### src/rtl/mem_arbiter_pkg.sv
// Shared types for the instruction/data memory arbiter: FSM states, owner
// encoding, default bus widths and the fixed-priority-with-fairness pick.
package mem_arbiter_pkg;

  localparam int AW_DEF = 32;
  localparam int DW_DEF = 32;

  typedef enum logic [1:0] {
    ST_IDLE = 2'd0,
    ST_BUSY = 2'd1,
    ST_ACK  = 2'd2
  } state_e;

  typedef enum logic {
    OWN_I = 1'b0,
    OWN_D = 1'b1
  } owner_e;

  // On a tie, the requester that was not served last wins.
  function automatic owner_e pick_owner(input logic i_req, input logic d_req,
                                        input owner_e last_grant);
    if (i_req && d_req) return (last_grant == OWN_I) ? OWN_D : OWN_I;
    else if (d_req)     return OWN_D;
    else                return OWN_I;
  endfunction

endpackage

### src/rtl/mem_timeout_ctr.sv
// Counts BUSY cycles spent waiting on memory; expired flags the final
// allowed wait cycle so the arbiter can abort on that edge.
module mem_timeout_ctr #(
  parameter int TIMEOUT = 15
) (
  input  logic clk,
  input  logic clrn,
  input  logic clear,
  input  logic enable,
  output logic expired
);

  localparam int            CW   = (TIMEOUT > 1) ? $clog2(TIMEOUT) : 1;
  localparam logic [CW-1:0] LAST = CW'(TIMEOUT - 1);

  logic [CW-1:0] count_q, count_d;

  assign expired = (count_q == LAST);

  always_comb begin
    count_d = count_q;
    if (clear)                    count_d = '0;
    else if (enable && !expired)  count_d = count_q + 1'b1;
  end

  // NOTE: sequential state uses non-blocking (<=) so every flop samples pre-edge values.
  always_ff @(posedge clk) begin
    if (!clrn) count_q <= '0;
    else       count_q <= count_d;
  end

endmodule

### src/rtl/mem_arbiter.sv
// Two-port (fetch/data) arbiter onto a single memory bus with a bounded
// wait: IDLE grants, BUSY waits for m_ready or timeout, ACK pulses the ack.
module mem_arbiter
  import mem_arbiter_pkg::*;
#(
  parameter int AW      = AW_DEF,
  parameter int DW      = DW_DEF,
  parameter int TIMEOUT = 15
) (
  input  logic          clk,
  input  logic          clrn,
  input  logic          i_req,
  input  logic [AW-1:0] i_addr,
  output logic          i_ack,
  output logic [DW-1:0] i_rdata,
  input  logic          d_req,
  input  logic          d_we,
  input  logic [AW-1:0] d_addr,
  input  logic [DW-1:0] d_wdata,
  output logic          d_ack,
  output logic [DW-1:0] d_rdata,
  output logic          m_req,
  output logic          m_we,
  output logic [AW-1:0] m_addr,
  output logic [DW-1:0] m_wdata,
  input  logic [DW-1:0] m_rdata,
  input  logic          m_ready,
  output logic          bus_err,
  output logic          stall
);

  state_e        state_q, state_d;
  owner_e        owner_q, owner_d, last_grant_q, last_grant_d, grant_owner;
  logic          m_req_q, m_req_d, m_we_q, m_we_d;
  logic [AW-1:0] m_addr_q, m_addr_d;
  logic [DW-1:0] m_wdata_q, m_wdata_d, i_rdata_q, i_rdata_d, d_rdata_q, d_rdata_d;
  logic          i_ack_q, i_ack_d, d_ack_q, d_ack_d, bus_err_q, bus_err_d;
  logic          any_req, tmo_expired;

  assign any_req     = i_req | d_req;
  assign grant_owner = pick_owner(i_req, d_req, last_grant_q);

  mem_timeout_ctr #(.TIMEOUT(TIMEOUT)) u_timeout (
    .clk     (clk),
    .clrn    (clrn),
    .clear   ((state_q == ST_IDLE) && any_req),
    .enable  ((state_q == ST_BUSY) && !m_ready),
    .expired (tmo_expired)
  );

  always_comb begin
    // NOTE: every signal gets a default here so no path leaves one unassigned (no latches).
    state_d      = state_q;
    owner_d      = owner_q;
    last_grant_d = last_grant_q;
    m_req_d      = m_req_q;
    m_we_d       = m_we_q;
    m_addr_d     = m_addr_q;
    m_wdata_d    = m_wdata_q;
    i_rdata_d    = i_rdata_q;
    d_rdata_d    = d_rdata_q;
    i_ack_d      = 1'b0;
    d_ack_d      = 1'b0;
    bus_err_d    = 1'b0;

    case (state_q)
      ST_IDLE: begin
        if (any_req) begin
          state_d      = ST_BUSY;
          owner_d      = grant_owner;
          last_grant_d = grant_owner;
          m_req_d      = 1'b1;
          if (grant_owner == OWN_D) begin
            m_addr_d  = d_addr;
            m_we_d    = d_we;
            m_wdata_d = d_wdata;
          end else begin
            m_addr_d  = i_addr;
            m_we_d    = 1'b0;
          end
        end
      end
      ST_BUSY: begin
        // m_ready wins over a coincident timeout: the data is genuine.
        if (m_ready || tmo_expired) begin
          state_d   = ST_ACK;
          m_req_d   = 1'b0;
          m_we_d    = 1'b0;
          bus_err_d = !m_ready;
          if (owner_q == OWN_D) begin
            d_ack_d   = 1'b1;
            d_rdata_d = m_ready ? m_rdata : '0;
          end else begin
            i_ack_d   = 1'b1;
            i_rdata_d = m_ready ? m_rdata : '0;
          end
        end
      end
      ST_ACK:  state_d = ST_IDLE;
      default: state_d = ST_IDLE;
    endcase
  end

  always_ff @(posedge clk) begin
    if (!clrn) begin
      state_q      <= ST_IDLE;
      owner_q      <= OWN_I;
      last_grant_q <= OWN_I;
      m_req_q      <= 1'b0;
      m_we_q       <= 1'b0;
      m_addr_q     <= '0;
      m_wdata_q    <= '0;
      i_rdata_q    <= '0;
      d_rdata_q    <= '0;
      i_ack_q      <= 1'b0;
      d_ack_q      <= 1'b0;
      bus_err_q    <= 1'b0;
    end else begin
      state_q      <= state_d;
      owner_q      <= owner_d;
      last_grant_q <= last_grant_d;
      m_req_q      <= m_req_d;
      m_we_q       <= m_we_d;
      m_addr_q     <= m_addr_d;
      m_wdata_q    <= m_wdata_d;
      i_rdata_q    <= i_rdata_d;
      d_rdata_q    <= d_rdata_d;
      i_ack_q      <= i_ack_d;
      d_ack_q      <= d_ack_d;
      bus_err_q    <= bus_err_d;
    end
  end

  assign m_req   = m_req_q;
  assign m_we    = m_we_q;
  assign m_addr  = m_addr_q;
  assign m_wdata = m_wdata_q;
  assign i_ack   = i_ack_q;
  assign d_ack   = d_ack_q;
  assign i_rdata = i_rdata_q;
  assign d_rdata = d_rdata_q;
  assign bus_err = bus_err_q;
  assign stall   = (i_req & ~i_ack_q) | (d_req & ~d_ack_q);

endmodule

### config.mk
export PLATFORM = sky130hd
export DESIGN_NAME = mem_arbiter
export DESIGN_NICKNAME = d
export VERILOG_FILES = /design/src/rtl/mem_arbiter_pkg.sv /design/src/rtl/mem_timeout_ctr.sv /design/src/rtl/mem_arbiter.sv
export SDC_FILE = /design/constraint.sdc
export NUM_CORES = 1
export LEC_CHECK = 0
export BUFFER_PORTS_ARGS = -buffer_cell sky130_fd_sc_hd__buf_2
export CAP_MARGIN = 20
export CORE_MARGIN = 2
export CORE_UTILIZATION = 42
export DETAILED_ROUTE_END_ITERATION = 16
export GPL_ROUTABILITY_DRIVEN = 0
export HOLD_SLACK_MARGIN = 0.06
export MAX_ROUTING_LAYER = met4
export PLACE_DENSITY = 0.77
export SLEW_MARGIN = 20
export SYNTH_ARGS = -nofsm -noshare
export SYNTH_HDL_FRONTEND = slang
export SYNTH_SLANG_ARGS = --single-unit
### constraint.sdc
create_clock -name clk -period 1.45 [get_ports clk]
set_input_delay 0.435 -clock clk [delete_from_list [all_inputs] [get_ports clk]]
set_output_delay 0.435 -clock clk [all_outputs]
set_load 0.01 [all_outputs]
==> qor.txt <==
Antenna violations before repair: 0
Peak VDD IR: 0.723 mV
Initial core utilization: 0.435
H-tree levels: 4
# hold bufs at CTS: 0
Met1 usage in global routing: 0.246
# IOs: 268
Post-Route WL: 15700 um
Worst-Margin Slew: 0.335 ns
Drc violations: 0
Seq/Total Area, Yosys: 0.505
Share of layout cells above drive strength 1: 0.416
Synthesis-to-finish area growth: 42.6%
Hold wc startpoint: d_wdata[13]
CP Class: reg -> reg
Setup Skew: 0.00962 ns
Min-delay worst type: in -> reg
CTS buffer count: 17
Flop2flop setup slack: -0.01 ns
Startpoint Class: flop
R2r startpoint: u_timeout.count_q[0]
Finished Core Util: 0.620
Setup WS post-layout: -0.00974 ns
CTS clk-pin slew, worst paths: 0.05 ns
Family with the most delay on the worst path: simple AND/OR/NAND/NOR gates
Via density: 5.10
Crit path DAT: 1.76 ns
Port Buf Inserts: 267
Yosys cell types: 34
Critical Path Fanout Max: 8
GRT Max-Usage Layer: met2
Hold Fails Final Rpt: 0
Worst EP required: 1.75 ns
Final Setup Violations: 8
Worst reg2reg path endpoint: i_rdata[7]
Final TNS setup: -0.0374 ns
Slew margin rel.: 0.777
Commonest non-fill, non-tap cell in the layout: buf_2
Largest buffer count on any clock path: 2
Rows: 41
Number of global-route vias before repair: 4939
DP HPWL: 11100 um
Crit-path cells: inv_2 > ha_4 > a31oi_4 > or3_4 > clkbuf_16 > mux2i_1
Fill count: 1096
Synth Instances: 560
Antenna cells: 0
Buf+Inv Stages, Crit Path: 2
Final ANT Viol Nets: 0
Hold Path Cell Cnt: 3
FF+latch area: 2810 um2
Overall die width: 119 um
Post-DR wirelength/cell: 15.4 um
Static Leak: 3.85 nW
CTS Sinks: 140
Slowest stage delay, CP: 0.40 ns
Detailed Routing Iterations Pass 1: 4
Met3 Track Usage GR: 0.0580
Violated checks: setup timing
Avg Inst Size Synth: 9.91 um2
Area of the multi-input gates: 2530 um2
Ys Warns: 0
Met2 GRT Util: 0.376
Worst skew pair latency: 0.42 ns
Via count: 5195
Max_cap viols: 0
Status: finished with violations
Post-Syn Nets: 696
Total gr overflow: 0
RSZ-0062 raised after global routing: yes
Maximum operating frequency: 0.685 GHz
# nets final: 972
DP Cell Count: 984
DIE AREA: 14200 um2
Most frequent cells in the layout: buf_2 (266), dfxtp_1 (134), mux2i_1 (96)
Root Driver: clkbuf_16
Tcrit/Tclk final: 1.01
Pwr Density: 1180 nW/um2
Die Height: 119 um
Hold WS: 0.276 ns
Core Footprint: 12800 um2
Cell Count, Final, Fillers Out: 1019
Worst reg2reg path depth: 6
TritonCTS clock tree: done
Critical-path top delay cell: or3_4
Crit end category: flop
DRT iter0 DRCs: 229
Hold endpoint: m_wdata[13]
Yosys reg bits: 140
Post-Syn Area: 5550 um2
Minimum clock period: 1.46 ns
Largest net degree at the start of global routing: 46
GRT Total Usage: 0.222
Fin. max-slew vios: 0
First-pass GRT wire length: 24200 um
## worst max-delay path by stage
| stage | from | slack [ns] | to | depth (start not counted) |
|---|---|---|---|---|
| after CTS | i_ack | -0.03 | stall | 2 |
| final | u_timeout.count_q[0] | -0.01 | i_rdata[7] | 6 |
| after global placement | m_ready | -0.14 | u_timeout.count_q[3] | 5 |
| after detailed placement | m_ready | -0.18 | d_rdata[27] | 6 |
| after floorplan | u_timeout.count_q[0] | -0.02 | i_rdata[10] | 7 |
| after global routing | u_timeout.count_q[0] | -0.05 | i_rdata[21] | 6 |
## metal layers
layer	vias up	part of all wire
li1	2550	-
met2	228	0.50
met5	-	0
met1	2392	0.41
met3	25	0.069
met4	0	0.018
## area by class of cell
cell class                 instances  area share
clock buffer                      21      0.0569
clock inverter                     9     0.00933
inverter                           5     0.00237
multi-input combinational        364       0.320
sequential                       140       0.355
tap                              172      0.0272
timing repair buffer             308       0.229
## cell families after synthesis
group / count (synthesis) / synth area share
AND/OR/NAND/NOR: 150 / 0.121
multiplexers: 96 / 0.173
buffers and inverters: 56 / 0.0485
AO/OA/AOI/OAI: 116 / 0.148
flip-flops: 140 / 0.505
adder cells (fa/ha/maj): 2 / 0.00451
## cells in the mapped netlist (all sizes together)
master   number  share of area
a211oi        1         0.0014
a21bo         1         0.0018
a21boi       34          0.046
a21oi         4         0.0036
a31o          1         0.0016
a31oi         1         0.0011
and2          1         0.0011
and3          1         0.0011
buf          18          0.023
clkbuf       33          0.022
dfxtp       140           0.50
ha            2         0.0045
inv           5         0.0034
mux2i        96           0.17
nand2        67          0.045
nand2b        1         0.0011
nand3        67          0.060
nand3b        1         0.0014
nor2          7         0.0047
nor2b         1         0.0011
o21a          2         0.0027
o21ai        35          0.032
o221a         1         0.0020
o22ai         1         0.0011
o2bb2ai      32          0.050
o31ai         2         0.0027
o32ai         1         0.0016
or2           1         0.0011
or3           1         0.0011
or4           2         0.0027
## what timing repair did
action | CTS | global route
endpoints found under the hold margin | 0 | 0
endpoints found under the setup margin | 34 | 49
pin swaps | 1 | 1
resized for setup | 5 | 4
setup buffers | 0 | 2
gates cloned | 1 | 2
## flip-flops by register name (all words and copies together) (netlist names), 2 cells and up
| name | flops |
|---|---|
| i_rdata | 32 |
| m_addr | 32 |
| m_wdata | 32 |
| d_rdata | 32 |
| u_timeout.count_q | 4 |
| state_q | 2 |
## stage by stage
stage | worst slack, ns | total power, mW | area, um2
after floorplan | -0.0199 | 4.92 | 5640
after global placement | -0.138 | 5.51 | 7280
after detailed placement | -0.177 | 5.53 | 7280
after CTS | -0.0256 | 9.45 | 7850
after global routing | -0.0536 | 9.78 | 7920
final | -0.00974 | 9.36 | 7920
## worst reg2reg max path, stage by stage, from the launching register on
cell and delay [ns]:
dfxtp_2 0.32, inv_2 0.07, ha_4 0.15, a31oi_4 0.08, or3_4 0.40, clkbuf_16 0.21
mux2i_1 0.13
## power by group
group | internal (mW) | switching [mW] | total, mW
clock network | 2.36 | 1.51 | 3.87
logic | 0.631 | 0.709 | 1.34
registers | 4.05 | 0.102 | 4.15
Power figures use the tool's default switching activity.
